`src/rtl/ring_rr_arbiter_if.sv`:
```
// Request/grant bundle between requesting blocks and the ring round-robin arbiter.
interface ring_rr_arbiter_if #(
    parameter int N   = 4,
    parameter int IDW = $clog2(N)
);
    logic           en;
    logic [N-1:0]   req;
    logic [N-1:0]   grant;
    logic           grant_valid;
    logic [IDW-1:0] grant_id;
    logic [N-1:0]   ptr;

    modport master (
        output en, req,
        input  grant, grant_valid, grant_id, ptr
    );

    modport slave (
        input  en, req,
        output grant, grant_valid, grant_id, ptr
    );
endinterface

```
`src/rtl/ring_rr_arbiter.sv`:
```
// Round-robin arbiter with a one-hot rotating priority pointer and a per-grant hold limit.
module ring_rr_arbiter #(
    parameter int N        = 4,
    parameter int MAX_HOLD = 8,
    parameter int IDW      = $clog2(N)
) (
    input  logic               clk,
    input  logic               rst,
    ring_rr_arbiter_if.slave   bus
);
    localparam int HW = $clog2(MAX_HOLD + 1);

    typedef enum logic {IDLE, GRANT} state_t;

    state_t         state_q, state_d;
    logic [N-1:0]   grant_q, grant_d;
    logic [N-1:0]   ptr_q, ptr_d;
    logic [HW-1:0]  hold_q, hold_d;
    logic           release_w;

    function automatic logic [IDW-1:0] encode(input logic [N-1:0] v);
        logic [IDW-1:0] id;
        id = '0;
        for (int unsigned i = 0; i < N; i++) begin
            if (v[i]) id = id | IDW'(i);
        end
        return id;
    endfunction

    // Circular scan starting at the pointer bit, wrapping from N-1 to 0.
    function automatic logic [N-1:0] arb(input logic [N-1:0] r, input logic [N-1:0] p);
        logic [N-1:0]  res;
        logic          found;
        int unsigned   start;
        int unsigned   idx;
        res   = '0;
        found = 1'b0;
        start = 32'(encode(p));
        for (int unsigned k = 0; k < N; k++) begin
            idx = (start + k) % N;
            if (!found && r[idx]) begin
                res[idx] = 1'b1;
                found    = 1'b1;
            end
        end
        return res;
    endfunction

    always_comb begin
        state_d   = state_q;
        grant_d   = grant_q;
        ptr_d     = ptr_q;
        hold_d    = hold_q;
        release_w = (~|(bus.req & grant_q)) || (hold_q == HW'(MAX_HOLD));
        case (state_q)
            IDLE: begin
                if (bus.en && |bus.req) begin
                    grant_d = arb(bus.req, ptr_q);
                    state_d = GRANT;
                    hold_d  = HW'(1);
                end else begin
                    grant_d = '0;
                end
            end
            GRANT: begin
                if (!release_w) begin
                    hold_d = hold_q + HW'(1);
                end else begin
                    ptr_d = {grant_q[N-2:0], grant_q[N-1]};
                    if (bus.en && |bus.req) begin
                        grant_d = arb(bus.req, ptr_d);
                        hold_d  = HW'(1);
                    end else begin
                        grant_d = '0;
                        hold_d  = '0;
                        state_d = IDLE;
                    end
                end
            end
            default: begin
                state_d = IDLE;
                grant_d = '0;
            end
        endcase
    end

    always_ff @(posedge clk or negedge rst) begin
        if (!rst) begin
            state_q <= IDLE;
            grant_q <= '0;
            ptr_q   <= N'(1);
            hold_q  <= '0;
        end else begin
            state_q <= state_d;
            grant_q <= grant_d;
            ptr_q   <= ptr_d;
            hold_q  <= hold_d;
        end
    end

    assign bus.grant       = grant_q;
    assign bus.grant_valid = |grant_q;
    assign bus.grant_id    = encode(grant_q);
    assign bus.ptr         = ptr_q;
endmodule

```
`src/flat_wrapper.sv`:
```
// flat-port wrapper written by rule: the top's interface ports become plain ports
module ring_rr_arbiter_flat 
#(
    parameter int N        = 4,
    parameter int MAX_HOLD = 8,
    parameter int IDW      = $clog2(N)
)
  (clk, rst, bus_en, bus_req, bus_grant, bus_grant_valid, bus_grant_id, bus_ptr);
  ring_rr_arbiter_if #(.N(N), .IDW(IDW)) bus_i ();
  input  logic clk;
  input  logic rst;
  input wire logic [$bits(bus_i.en)-1:0] bus_en;
  input wire logic [$bits(bus_i.req)-1:0] bus_req;
  output wire logic [$bits(bus_i.grant)-1:0] bus_grant;
  output wire logic [$bits(bus_i.grant_valid)-1:0] bus_grant_valid;
  output wire logic [$bits(bus_i.grant_id)-1:0] bus_grant_id;
  output wire logic [$bits(bus_i.ptr)-1:0] bus_ptr;
  assign bus_i.en = bus_en;
  assign bus_i.req = bus_req;
  assign bus_grant = bus_i.grant;
  assign bus_grant_valid = bus_i.grant_valid;
  assign bus_grant_id = bus_i.grant_id;
  assign bus_ptr = bus_i.ptr;
  ring_rr_arbiter #(.N(N), .MAX_HOLD(MAX_HOLD), .IDW(IDW)) u_core (.clk(clk), .rst(rst), .bus(bus_i));
endmodule
```
`config.mk`:
```
export PLATFORM = sky130hd
export DESIGN_NAME = ring_rr_arbiter_flat
export DESIGN_NICKNAME = d
export VERILOG_FILES = /design/src/rtl/ring_rr_arbiter_if.sv /design/src/rtl/ring_rr_arbiter.sv /design/src/flat_wrapper.sv
export SDC_FILE = /design/constraint.sdc
export NUM_CORES = 1
export LEC_CHECK = 0
export CAP_MARGIN = 20
export CELL_PAD_IN_SITES_DETAIL_PLACEMENT = 0
export CELL_PAD_IN_SITES_GLOBAL_PLACEMENT = 1
export CORE_MARGIN = 5
export CORE_UTILIZATION = 46
export CTS_CLUSTER_DIAMETER = 50
export CTS_CLUSTER_SIZE = 28
export DETAILED_ROUTE_END_ITERATION = 16
export GPL_TIMING_DRIVEN = 0
export HOLD_SLACK_MARGIN = 0.03
export PLACE_DENSITY_LB_ADDON = 0.12
export SYNTH_ARGS = -nofsm -noshare
export SYNTH_HDL_FRONTEND = slang
export SYNTH_SLANG_ARGS = --single-unit
```
`constraint.sdc`:
```
create_clock -name clk -period 8.05 [get_ports clk]
set_input_delay 1.61 -clock clk [delete_from_list [all_inputs] [get_ports clk]]
set_output_delay 1.61 -clock clk [all_outputs]
set_load 0.01 [all_outputs]
```
Word-level counts from Yosys, hierarchy flattened
Cells that the tools add are included.

storage, ports and cells
  bits in registers = 13
  bits in latches = 0
  memory bits (writable) = 0
  bits in read-only memories = 0
  bits of input ports = 7
  output and inout port bits = 11
  word-level logic and storage cells = 166
  memories kept = 0

operators by class
  add/subtract/negate cells = 7
  multipliers = 0
  div/mod/pow operators = 0
  $lt $le $gt $ge = 16
  eq/ne operators = 3
  shift operators = 0
  mux-type cells = 101
  bitwise gates (word level) = 8
  reduce and logical (&&, ||, !) cells = 27

operators with widths
  operator                                                                 count
  4-bit two-way mux                                                        28
  1-bit two-way mux                                                        43
  2-bit by 3-bit < comparator with 1-bit output, second input constant     8
  4-bit OR                                                                 6
  2-bit two-way mux                                                        11
  1-bit binary-select mux with 2-bit select                                8
  1-bit demux with 2-bit select                                            8
  2-bit by 1-bit >= comparator with 1-bit output, second input constant    8
  4-bit case mux with 2 select lines                                       2
  1-bit logical AND                                                        15
  4-bit OR reduction                                                       3
  2-bit adder, second input constant                                       4
  1-bit logical NOT                                                        7
  2-bit by 1-bit adder with 2-bit output, second input constant            2
  4-bit by 1-bit adder with 4-bit output, second input constant            1
  4-bit bitwise AND                                                        1
  4-bit == test, second input constant                                     1
  2-bit by 1-bit inequality test with 1-bit output, second input constant  1
  2-bit inequality test, second input constant                             1
  1-bit case mux with 2 select lines                                       1
  2-bit AND reduction                                                      1
  1-bit logical OR                                                         1
  1-bit NOT                                                                1

Logic depth before layout (Yosys ltp)
Gate-level depths: netlist of run 1.

  depth in word-level cells = 30
  gate-level depth with buffers = 10
  gate-level depth less buffers = 9

Worst setup path after synthesis of run 1
No wires, ideal clock.

  kind = input to register
  start point = input port bus_req[0]
  end point = register u_core.grant_q[0] (netlist: u_core.bus.grant[0])
  setup time = 0.096 ns
  data arrival time = 2.977 ns
  setup slack = 4.977 ns
  cell stages on the path = 7
  path buffers = 1
  cells stage by stage = buf_6 -> mux2_4 -> a221o_1 -> nand3b_4 -> o2111ai_1 -> a221oi_1 -> a311oi_2

on the way
  word-level cells in the longest chain between the ends = 24

ends and longest elaborated chain
  element                                    RTL line               text
  start, declared                            flat_wrapper.sv:13     input wire logic [$bits(bus_i.req)-1:0] bus_req;
  1-bit binary-select mux with 2-bit select  ring_rr_arbiter.sv:41  if (!found && r[idx]) begin
  1-bit two-way mux (implied by the code)    ring_rr_arbiter.sv:41
  1-bit two-way mux                          ring_rr_arbiter.sv:41
  1-bit two-way mux                          ring_rr_arbiter.sv:70  if (bus.en && |bus.req) begin
  1-bit two-way mux                          ring_rr_arbiter.sv:66  if (!release_w) begin
  1-bit two-way mux                          ring_rr_arbiter.sv:55  case (state_q)
  1-bit logical NOT                          ring_rr_arbiter.sv:41
  1-bit logical AND                          ring_rr_arbiter.sv:41
  [... 8 more ...]                           n/a
  1-bit two-way mux                          ring_rr_arbiter.sv:66
  1-bit two-way mux                          ring_rr_arbiter.sv:55
  1-bit logical NOT                          ring_rr_arbiter.sv:41
  1-bit logical AND                          ring_rr_arbiter.sv:41
  4-bit two-way mux                          ring_rr_arbiter.sv:41
  4-bit two-way mux                          ring_rr_arbiter.sv:70
  4-bit two-way mux                          ring_rr_arbiter.sv:66
  4-bit case mux with 2 select lines         ring_rr_arbiter.sv:55
  end signal, assigned                       ring_rr_arbiter.sv:95  grant_q <= grant_d;
  end, declared                              ring_rr_arbiter.sv:16  logic [N-1:0] grant_q, grant_d;

Parallel ways exist; a longest one is shown, timed or not. The select of a mux whose other input is x is not followed.
A chain may end at the register's enable or synchronous reset.

Final worst setup path of run 1
  start point = register u_core.grant_q[1] (netlist: u_core.bus.grant[1])
  end point = output port bus_grant_valid

on the way
  word-level cells in the longest chain between the ends = 1

ends and longest elaborated chain
  element             RTL line                text
  4-bit OR reduction  ring_rr_arbiter.sv:102  assign bus.grant_valid = |grant_q;
  end, declared       flat_wrapper.sv:15      output wire logic [$bits(bus_i.grant_valid)-1:0] bus_grant_valid;

Every way passes these cells.

==> results.sh, run 1 <==
export IMPL_grt_start_max_net_pins=14
export IMPL_path_clk_slew_ns=0.09
export IMPL_die_w_um=67.2
export IMPL_leakagePower_nw=0.769
export IMPL_ys_top_cells_by_area="dfrtp_1 (20%), ha_1 (15%), mux2i_1 (6.6%), nand2_1 (5.2%), a221oi_1 (4.7%)"
export IMPL_path_class="reg -> out"
export IMPL_crit_start="u_core.bus.grant[1]$_DFFE_PN0P_"
export IMPL_netlist_instances=169
export IMPL_path_cells="or2_2 > or3_1 > clkdlybuf4s50_1"
export IMPL_synth_edf_count=0
export IMPL_drtIter0Drc=101
export IMPL_grt_pass1_wl_mm=6.63
export IMPL_grt_pass1_vias=1423
export IMPL_min_period_ns=3.53
export IMPL_nNetsFinal=216
export IMPL_cts_sinks=13
export IMPL_synth_distinct_cells=45
export IMPL_rows=20
export IMPL_cts_buffers=3
export IMPL_ys_seq_elements=13
export IMPL_synth_top_area_cell="dfrtp_1"
export IMPL_io_buffers=17
export IMPL_synth_top_area_share_pct=19.9
export IMPL_hold_buffers=0
export IMPL_synth_nets=194
export IMPL_min_from="u_core.hold_q[3]$_DFFE_PN0P_"
export IMPL_final_area_um2=1760
export IMPL_r2r_end="u_core.bus.grant[1]$_DFFE_PN0P_"
export IMPL_post_drt_wl_per_cell_um=16.4
export IMPL_finClkSkew_ns=0.0132
export IMPL_hold_path_class="reg -> reg"
export IMPL_area_growth_pct=16.8
export IMPL_dpl_cell_area_um2=1730
export IMPL_htreeDepth=1
export IMPL_antenna_found_initial=0
export IMPL_clk_latency_ns=0.28
export IMPL_cp_start_kind="flop"
export IMPL_routabilityCongestion=0.904
export IMPL_reg2reg_slack_ns=4.98
export IMPL_reg2reg_depth=7
export IMPL_critPathCaptureType="primary output"
export IMPL_arrival_ns=1.92
export IMPL_fmax_ghz=0.283
export IMPL_power_total_mw=0.717
export IMPL_drv_slew=0
export IMPL_tightest_slew_ns=0.807
export IMPL_root_buffer="clkbuf_4"
export IMPL_die_y_um=67.2
export IMPL_wl_met1_mm=1.72
export IMPL_syn_area_per_cell_um2=8.91
export IMPL_finalHoldViolCount=0
export IMPL_crit_path_max_fanout=9
export IMPL_powerDensity_nw_per_um2=408
export IMPL_die_area_um2=4520
export IMPL_setup_viol=0
export IMPL_crit_buf_inv=1
export IMPL_peakVddDrop_mv=0.226
export IMPL_layout_drive_gt1_share_pct=15.3
export IMPL_slew_headroom_pct=45.5
export IMPL_clk_path_buf_depth=2
export IMPL_yosysSeqAreaShare_pct=21.7
export IMPL_cts_tree="built"
export IMPL_worstHoldPathCells=1
export IMPL_place_inst=230
export IMPL_wl_met3_um=146
export IMPL_vias=1377
export IMPL_finalNonFillerCells=234
export IMPL_async_flop_share_pct=100
export IMPL_io_pins=18
export IMPL_viasPerCell=5.88
export IMPL_cap_violations=0
export IMPL_rsz0062_at_grt="false"
export IMPL_synth_area_um2=1510
export IMPL_cts_resized=0
export IMPL_post_cts_buffers=0
export IMPL_initial_core_util_pct=48.5
export IMPL_r2r_start="u_core.bus.ptr[3]$_DFFE_PN0P_"
export IMPL_diodes=0
export IMPL_hpwl_mm=3.02
export IMPL_crit_slowest_cell="dfrtp_1"
export IMPL_worstPathRequired_ns=6.44
export IMPL_routed_wl_mm=3.84
export IMPL_status="completed"
export IMPL_path_depth=3
export IMPL_ant_nets=0
export IMPL_highest_layer="met4"
export IMPL_ys_warn_count=0
export IMPL_grt_ovfl_total=0
export IMPL_period_share_pct=43.9
export IMPL_crit_family="simple AND/OR/NAND/NOR gates"
export IMPL_drc=0
export IMPL_fp_coreArea_um2=3100
export IMPL_firstDrtPassIters=4
export IMPL_setup_tns_ns=0
export IMPL_route_met2_wl_mm=1.96
export IMPL_slowest_delay_ns=0.50
export IMPL_min_delay_worst_endpoint="u_core.hold_q[3]$_DFFE_PN0P_"
export IMPL_grtUsageTotal_pct=18.9
export IMPL_synth_ff_type="dfrtp_1"
[cell usage in the layout, fill, tap and decap left out, types with 4 or more instances in the layout]
master	synthesis	final
mux2_2	5	5
o21ai_0	7	7
inv_1	10	10
a311oi_2	4	4
nand2_1	21	21
dfrtp_1	12	12
nand2b_1	5	5
a21oi_1	10	10
ha_1	18	18
a221oi_1	8	8
mux2i_1	10	10
clkdlybuf4s50_1	0	17
nor2b_1	6	6
nor2_1	7	7
[how the worst max path moves through the flow]
stage                                           end  slack, ns
detailed placement  u_core.bus.grant[1]$_DFFE_PN0P_       4.22
global route        u_core.bus.grant[1]$_DFFE_PN0P_       4.29
CTS                                 bus_grant_valid       4.49
finish                              bus_grant_valid       4.52
floorplan           u_core.bus.grant[0]$_DFFE_PN0P_       4.98
global placement    u_core.bus.grant[3]$_DFFE_PN0P_       4.25
[per-stage QoR]
stage | util, % | setup WS (ns) | hold slack (ns)
final | 56.7 | 4.52 | 0.489
after global routing | 56.7 | 4.29 | 0.547
after CTS | 56.7 | 4.49 | 0.495
after detailed placement | 55.8 | 4.22 | 0.484
after global placement | 55.8 | 4.25 | 0.473
after floorplan | - | 4.98 | 0.450
[synthesized netlist by cell type (2+ instances only)]
| master | count |
|---|---|
| nor2_1 | 7 |
| buf_2 | 3 |
| dfrtp_1 | 12 |
| nor2_2 | 2 |
| clkbuf_1 | 2 |
| a21oi_1 | 10 |
| nand2_1 | 21 |
| nand3_1 | 3 |
| o22ai_1 | 2 |
| a311oi_2 | 4 |
| or2_2 | 2 |
| a221oi_1 | 8 |
| o2111ai_1 | 3 |
| nor2b_1 | 6 |
| mux2i_1 | 10 |
| buf_6 | 2 |
| or3_1 | 2 |
| ha_1 | 18 |
| o21ai_0 | 7 |
| inv_1 | 10 |
| mux2_2 | 5 |
| a22oi_1 | 3 |
| nand2b_1 | 5 |
[registers in the layout, indices dropped and copies added (netlist names)]
register / flops
u_core.bus.grant: 4
u_core.state_q: 1
u_core.hold_q: 4
u_core.bus.ptr: 4
[final cells by class]
type,instances,area [µm²]
fillers,311,1340
clock inverters,1,5.00
clock buffers,3,22.5
inverters,11,41.3
flip-flops and latches,13,327
repair buffers,17,170
plain buffers,8,48.8
multi-input cells,137,1090
well taps,44,55.1
[kinds of logic after synthesis]
family	after synthesis	share of synthesized area, %
simple gates	55	19.4
compound gates	48	26.6
flops	13	21.7
buf+inv	19	5.98
fa+ha+maj	18	15.0
mux	16	11.4
[report_power, final]
part	internal [mW]	switching, mW	total (mW)
registers	0.0906	0.0346	0.125
clock network	0.0184	0.0220	0.0404
logic	0.245	0.307	0.551
[per-layer routing]
layer,global-route usage (%),vias to the layer above
li1,-,677
met1,23.7,670
met2,33.1,28
met3,3.49,2
met4,4.56,0
met5,0,-
No activity file was read; power rests on OpenSTA's default activity.
==> run 2: changes to the inputs <==
Settings changed: CORE_UTILIZATION 46 to 43.
Clock period 8.05 ns to 3.5 ns, I/O delays scaled along.
==> results.sh, run 2 (synthesis gave the netlist of run 1 again) <==
export IMPL_path_cells="buf_2 > nor2_1 > inv_1 > ha_1 > nor2b_1 > o22ai_1 > o22ai_1 > a221oi_1 > a311oi_2"
export IMPL_cts_resized=0
export IMPL_arrival_ns=3.21
export IMPL_min_delay_worst_endpoint="u_core.hold_q[3]$_DFFE_PN0P_"
export IMPL_path_clk_slew_ns=0.08
export IMPL_period_share_pct=87.6
export IMPL_diodes=0
export IMPL_mostFrequentLayoutCells="nand2_1 (21), ha_1 (18), clkdlybuf4s50_1 (17), dfrtp_1 (12)"
export IMPL_status="completed"
export IMPL_vias=1331
export IMPL_tightest_slew_ns=0.756
export IMPL_io_buffers=17
export IMPL_worstPathRequired_ns=3.65
export IMPL_hold_buffers=0
export IMPL_viasPerCell=5.64
export IMPL_grt_start_max_net_pins=14
export IMPL_slew_headroom_pct=49.0
export IMPL_peakVddDrop_mv=0.460
export IMPL_hold_slack_ns=0.497
export IMPL_area_growth_pct=16.9
export IMPL_die_area_um2=4790
export IMPL_grt_ovfl_total=0
export IMPL_grt_pass1_vias=1347
export IMPL_min_from="u_core.hold_q[3]$_DFFE_PN0P_"
export IMPL_nNetsFinal=216
export IMPL_clk_path_buf_depth=2
export IMPL_reg2reg_slack_ns=0.43
export IMPL_setup_viol=0
export IMPL_routed_wl_mm=3.75
export IMPL_hpwl_mm=2.96
export IMPL_crit_path_frequent_cell="o22ai_1"
export IMPL_p_sw_share_pct=50.6
export IMPL_rows=21
export IMPL_utilization_pct=52.4
export IMPL_power_frac_seq_pct=17.3
export IMPL_initial_core_util_pct=44.8
export IMPL_hold_path_class="reg -> reg"
export IMPL_grt_pass1_wl_mm=6.47
export IMPL_crit_slowest_cell="nor2_1"
export IMPL_reg2reg_depth=9
export IMPL_drtIter0Drc=76
export IMPL_fp_coreArea_um2=3360
export IMPL_antenna_found_initial=0
export IMPL_crit_buf_inv=2
export IMPL_power_frac_comb_pct=77.1
export IMPL_root_buffer="clkbuf_4"
export IMPL_clk_latency_ns=0.28
export IMPL_path_depth=9
export IMPL_cts_tree="built"
export IMPL_min_period_ns=3.07
export IMPL_cts_buffers=3
export IMPL_finClkSkew_ns=0.000556
export IMPL_dpl_cell_area_um2=1730
export IMPL_worstHoldPathCells=1
export IMPL_p_int_mw=0.813
export IMPL_setup_tns_ns=0
export IMPL_leakagePower_nw=0.769
export IMPL_finalHoldViolCount=0
export IMPL_critPathCaptureType="flop"
export IMPL_final_area_um2=1760
export IMPL_cap_violations=0
export IMPL_rsz0062_at_grt="false"
export IMPL_die_y_um=69.2
export IMPL_post_cts_buffers=0
export IMPL_powerDensity_nw_per_um2=933
export IMPL_grtUsageTotal_pct=16.2
export IMPL_r2r_start="u_core.bus.grant[2]$_DFFE_PN0P_"
export IMPL_io_pins=18
export IMPL_cp_start_kind="flop"
export IMPL_post_drt_wl_per_cell_um=15.9
export IMPL_ant_nets=0
export IMPL_drc=0
export IMPL_routabilityCongestion=0.864
export IMPL_final_common_cell="nand2_1"
export IMPL_drv_slew=0
export IMPL_fmax_ghz=0.326
export IMPL_die_w_um=69.2
export IMPL_switchingPower_mw=0.831
export IMPL_crit_path_max_fanout=10
export IMPL_p_clk_share_pct=5.6
export IMPL_crit_family="compound AO/OA/AOI/OAI gates"
export IMPL_firstDrtPassIters=4
export IMPL_slowest_delay_ns=0.51
export IMPL_htreeDepth=1
export IMPL_r2r_end="u_core.bus.grant[3]$_DFFE_PN0P_"
export IMPL_cts_sinks=13
export IMPL_layout_drive_gt1_share_pct=15.3
export IMPL_path_class="reg -> reg"
export IMPL_power_total_mw=1.64
==> run 2: worst max path at each step <==
stage / endpoint / from / slack (ns)
6_report: u_core.bus.grant[3]$_DFFE_PN0P_ / u_core.bus.grant[2]$_DFFE_PN0P_ / 0.43
5_1_grt: u_core.bus.grant[0]$_DFFE_PN0P_ / u_core.bus.ptr[3]$_DFFE_PN0P_ / 0.18
4_1_cts: u_core.bus.grant[3]$_DFFE_PN0P_ / u_core.bus.grant[2]$_DFFE_PN0P_ / 0.44
3_5_place_dp: u_core.bus.grant[3]$_DFFE_PN0P_ / u_core.bus.grant[2]$_DFFE_PN0P_ / 0.45
3_3_place_gp: u_core.bus.grant[3]$_DFFE_PN0P_ / u_core.bus.grant[2]$_DFFE_PN0P_ / 0.51
2_1_floorplan: u_core.bus.grant[0]$_DFFE_PN0P_ / u_core.bus.ptr[3]$_DFFE_PN0P_ / 0.83
==> run 2: power by group through the flow <==
stage | registers (mW) | clock network, mW | logic, mW
after floorplan | 0.287 | 0 | 0.909
after global routing | 0.297 | 0.106 | 1.39
final | 0.284 | 0.0917 | 1.27
after detailed placement | 0.288 | 0 | 1.26
after CTS | 0.285 | 0.0958 | 1.27
after global placement | 0.283 | 0 | 1.24
==> run 2: final cells by class <==
| type | count | area (µm²) |
|---|---|---|
| Buffer | 8 | 48.8 |
| Clock buffer | 3 | 22.5 |
| Clock inverter | 1 | 5.00 |
| Fill cell | 340 | 1600 |
| Inverter | 11 | 41.3 |
| Multi-Input combinational cell | 137 | 1090 |
| Sequential cell | 13 | 327 |
| Tap cell | 46 | 57.6 |
| Timing Repair Buffer | 17 | 170 |
==> run 2: routing by layer <==
layer | GRT usage [%] | wire length, µm | share of wire (%)
met1 | 20.2 | 1760 | 47
met5 | 0 | 0 | 0
met2 | 27.6 | 1830 | 49
met4 | 3.69 | 42 | 1.1
met3 | 4.35 | 112 | 3.0
==> run 2: worst register-to-register path: stages, from the launching register on <==
cell and delay, ns:
dfrtp_1 0.40, buf_2 0.19, nor2_1 0.51, inv_1 0.21
ha_1 0.41, nor2b_1 0.17, o22ai_1 0.26, o22ai_1 0.21
a221oi_1 0.50, a311oi_2 0.07
==> run 2: through the flow <==
stage / worst slack (ns) / instances
CTS: 0.435 / 236
global placement: 0.507 / 232
global route: 0.185 / 236
detailed placement: 0.446 / 232
finish: 0.435 / 236
floorplan: 0.829 / 169
==> run 3: changes to the inputs <==
Settings changed: CORE_UTILIZATION 43 to 44, CTS_BUF_LIST set to sky130_fd_sc_hd__clkbuf_8.
==> results.sh, run 3 (synthesis gave the netlist of run 1 again) <==
export IMPL_io_pins=18
export IMPL_grt_ovfl_total=0
export IMPL_fp_coreArea_um2=3340
export IMPL_crit_path_max_fanout=9
export IMPL_io_buffers=17
export IMPL_routed_wl_mm=3.84
export IMPL_mostFrequentLayoutCells="nand2_1 (21), ha_1 (18), clkdlybuf4s50_1 (17), dfrtp_1 (12)"
export IMPL_grt_pass1_vias=1313
export IMPL_drv_slew=0
export IMPL_htreeDepth=1
export IMPL_critPathCaptureType="flop"
export IMPL_cp_start_kind="flop"
export IMPL_diodes=0
export IMPL_drc=0
export IMPL_grt_pass1_wl_mm=6.31
export IMPL_power_frac_seq_pct=16.8
export IMPL_min_period_ns=3.07
export IMPL_crit_slowest_cell="o32ai_1"
export IMPL_leakagePower_nw=0.777
export IMPL_place_ws_ns=0.487
export IMPL_ant_nets=0
export IMPL_crit_family="compound AO/OA/AOI/OAI gates"
export IMPL_reg2reg_slack_ns=0.43
export IMPL_hold_buffers=0
export IMPL_post_drt_wl_per_cell_um=16.3
export IMPL_place_inst=232
export IMPL_antenna_found_initial=0
export IMPL_clk_latency_ns=0.25
export IMPL_path_clk_slew_ns=0.06
export IMPL_initial_core_util_pct=45.1
export IMPL_post_cts_buffers=0
export IMPL_min_from="u_core.hold_q[3]$_DFFE_PN0P_"
export IMPL_clk_path_buf_depth=2
export IMPL_setup_tns_ns=0
export IMPL_cts_sinks=13
export IMPL_finalHoldViolCount=0
export IMPL_p_sw_share_pct=49.7
export IMPL_setup_viol=0
export IMPL_hpwl_mm=2.99
export IMPL_cts_resized=0
export IMPL_rsz0062_at_grt="false"
export IMPL_viasPerCell=5.96
export IMPL_path_cells="nor2_1 > inv_1 > ha_1 > mux2_2 > o32ai_1 > nand2_1 > a311oi_2"
export IMPL_tightest_slew_ns=0.847
export IMPL_die_y_um=68.5
export IMPL_worstPathRequired_ns=3.65
export IMPL_grt_start_max_net_pins=14
export IMPL_r2r_end="u_core.bus.grant[2]$_DFFE_PN0P_"
export IMPL_finClkSkew_ns=0.00205
export IMPL_final_common_cell="nand2_1"
export IMPL_slowest_delay_ns=0.53
export IMPL_p_int_mw=0.850
export IMPL_switchingPower_mw=0.841
export IMPL_nFillCells=332
export IMPL_layout_drive_gt1_share_pct=15.3
export IMPL_area_growth_pct=18.2
export IMPL_powerDensity_nw_per_um2=950
export IMPL_routabilityCongestion=0.932
export IMPL_root_buffer="clkbuf_8"
export IMPL_crit_buf_inv=1
export IMPL_nNetsFinal=216
export IMPL_vias=1407
export IMPL_drtIter0Drc=68
export IMPL_status="completed"
export IMPL_finalNonFillerCells=236
export IMPL_die_area_um2=4690
export IMPL_period_share_pct=87.8
export IMPL_fin_ws_ns=0.428
export IMPL_min_delay_worst_endpoint="u_core.hold_q[3]$_DFFE_PN0P_"
export IMPL_reg2reg_depth=7
export IMPL_die_w_um=68.5
export IMPL_slew_headroom_pct=42.8
export IMPL_hold_path_class="reg -> reg"
export IMPL_power_frac_comb_pct=75.2
export IMPL_final_area_um2=1780
export IMPL_cts_buffers=3
export IMPL_path_class="reg -> reg"
export IMPL_worstHoldPathCells=1
export IMPL_peakVddDrop_mv=0.458
export IMPL_grtUsageTotal_pct=17.8
export IMPL_utilization_pct=53.4
export IMPL_p_clk_share_pct=8.0
export IMPL_r2r_start="u_core.bus.ptr[3]$_DFFE_PN0P_"
export IMPL_arrival_ns=3.22
export IMPL_cts_tree="built"
export IMPL_fmax_ghz=0.325
export IMPL_cap_violations=0
export IMPL_firstDrtPassIters=6
export IMPL_rows=21
export IMPL_dpl_cell_area_um2=1730
-- run 3: layout make-up --
type,instances,area (µm²),share of cell area [%]
multi-input cells,137,1090,61.2
flip-flops and latches,13,327,18.3
repair buffers,17,170,9.56
well taps,46,57.6,3.23
plain buffers,8,48.8,2.74
clock buffers,3,41.3,2.32
inverters,11,41.3,2.32
clock inverters,1,5.00,0.281
-- run 3: worst max-delay path by stage --
stage / from / endpoint / cells after the start
2_1_floorplan: u_core.bus.ptr[3]$_DFFE_PN0P_ / u_core.bus.grant[0]$_DFFE_PN0P_ / 7
3_3_place_gp: u_core.bus.ptr[3]$_DFFE_PN0P_ / u_core.bus.grant[3]$_DFFE_PN0P_ / 7
3_5_place_dp: u_core.bus.ptr[3]$_DFFE_PN0P_ / u_core.bus.grant[2]$_DFFE_PN0P_ / 7
4_1_cts: u_core.bus.ptr[3]$_DFFE_PN0P_ / u_core.bus.grant[2]$_DFFE_PN0P_ / 7
5_1_grt: u_core.bus.ptr[3]$_DFFE_PN0P_ / u_core.bus.grant[2]$_DFFE_PN0P_ / 7
6_report: u_core.bus.ptr[3]$_DFFE_PN0P_ / u_core.bus.grant[2]$_DFFE_PN0P_ / 7
-- run 3: metal layers --
layer,share of wire (%),vias to the layer above,track usage (%)
met3,4.1,9,3.24
met4,1.9,0,3.97
met2,48,40,29.7
met5,0,-,0
li1,-,672,-
met1,46,686,23.8
-- run 3: power by group through the flow --
stage | registers, mW | clock network [mW] | logic (mW)
final | 0.283 | 0.136 | 1.27
after global routing | 0.295 | 0.143 | 1.39
after CTS | 0.285 | 0.140 | 1.27
after detailed placement | 0.287 | 0 | 1.26
after global placement | 0.284 | 0 | 1.24
after floorplan | 0.287 | 0 | 0.909
-- run 3: metrics by stage --
| step | hold slack [ns] | total power [mW] |
|---|---|---|
| after detailed placement | 0.483 | 1.55 |
| after global placement | 0.481 | 1.52 |
| after global routing | 0.539 | 1.83 |
| after floorplan | 0.404 | 1.20 |
| after CTS | 0.490 | 1.70 |
| final | 0.494 | 1.69 |
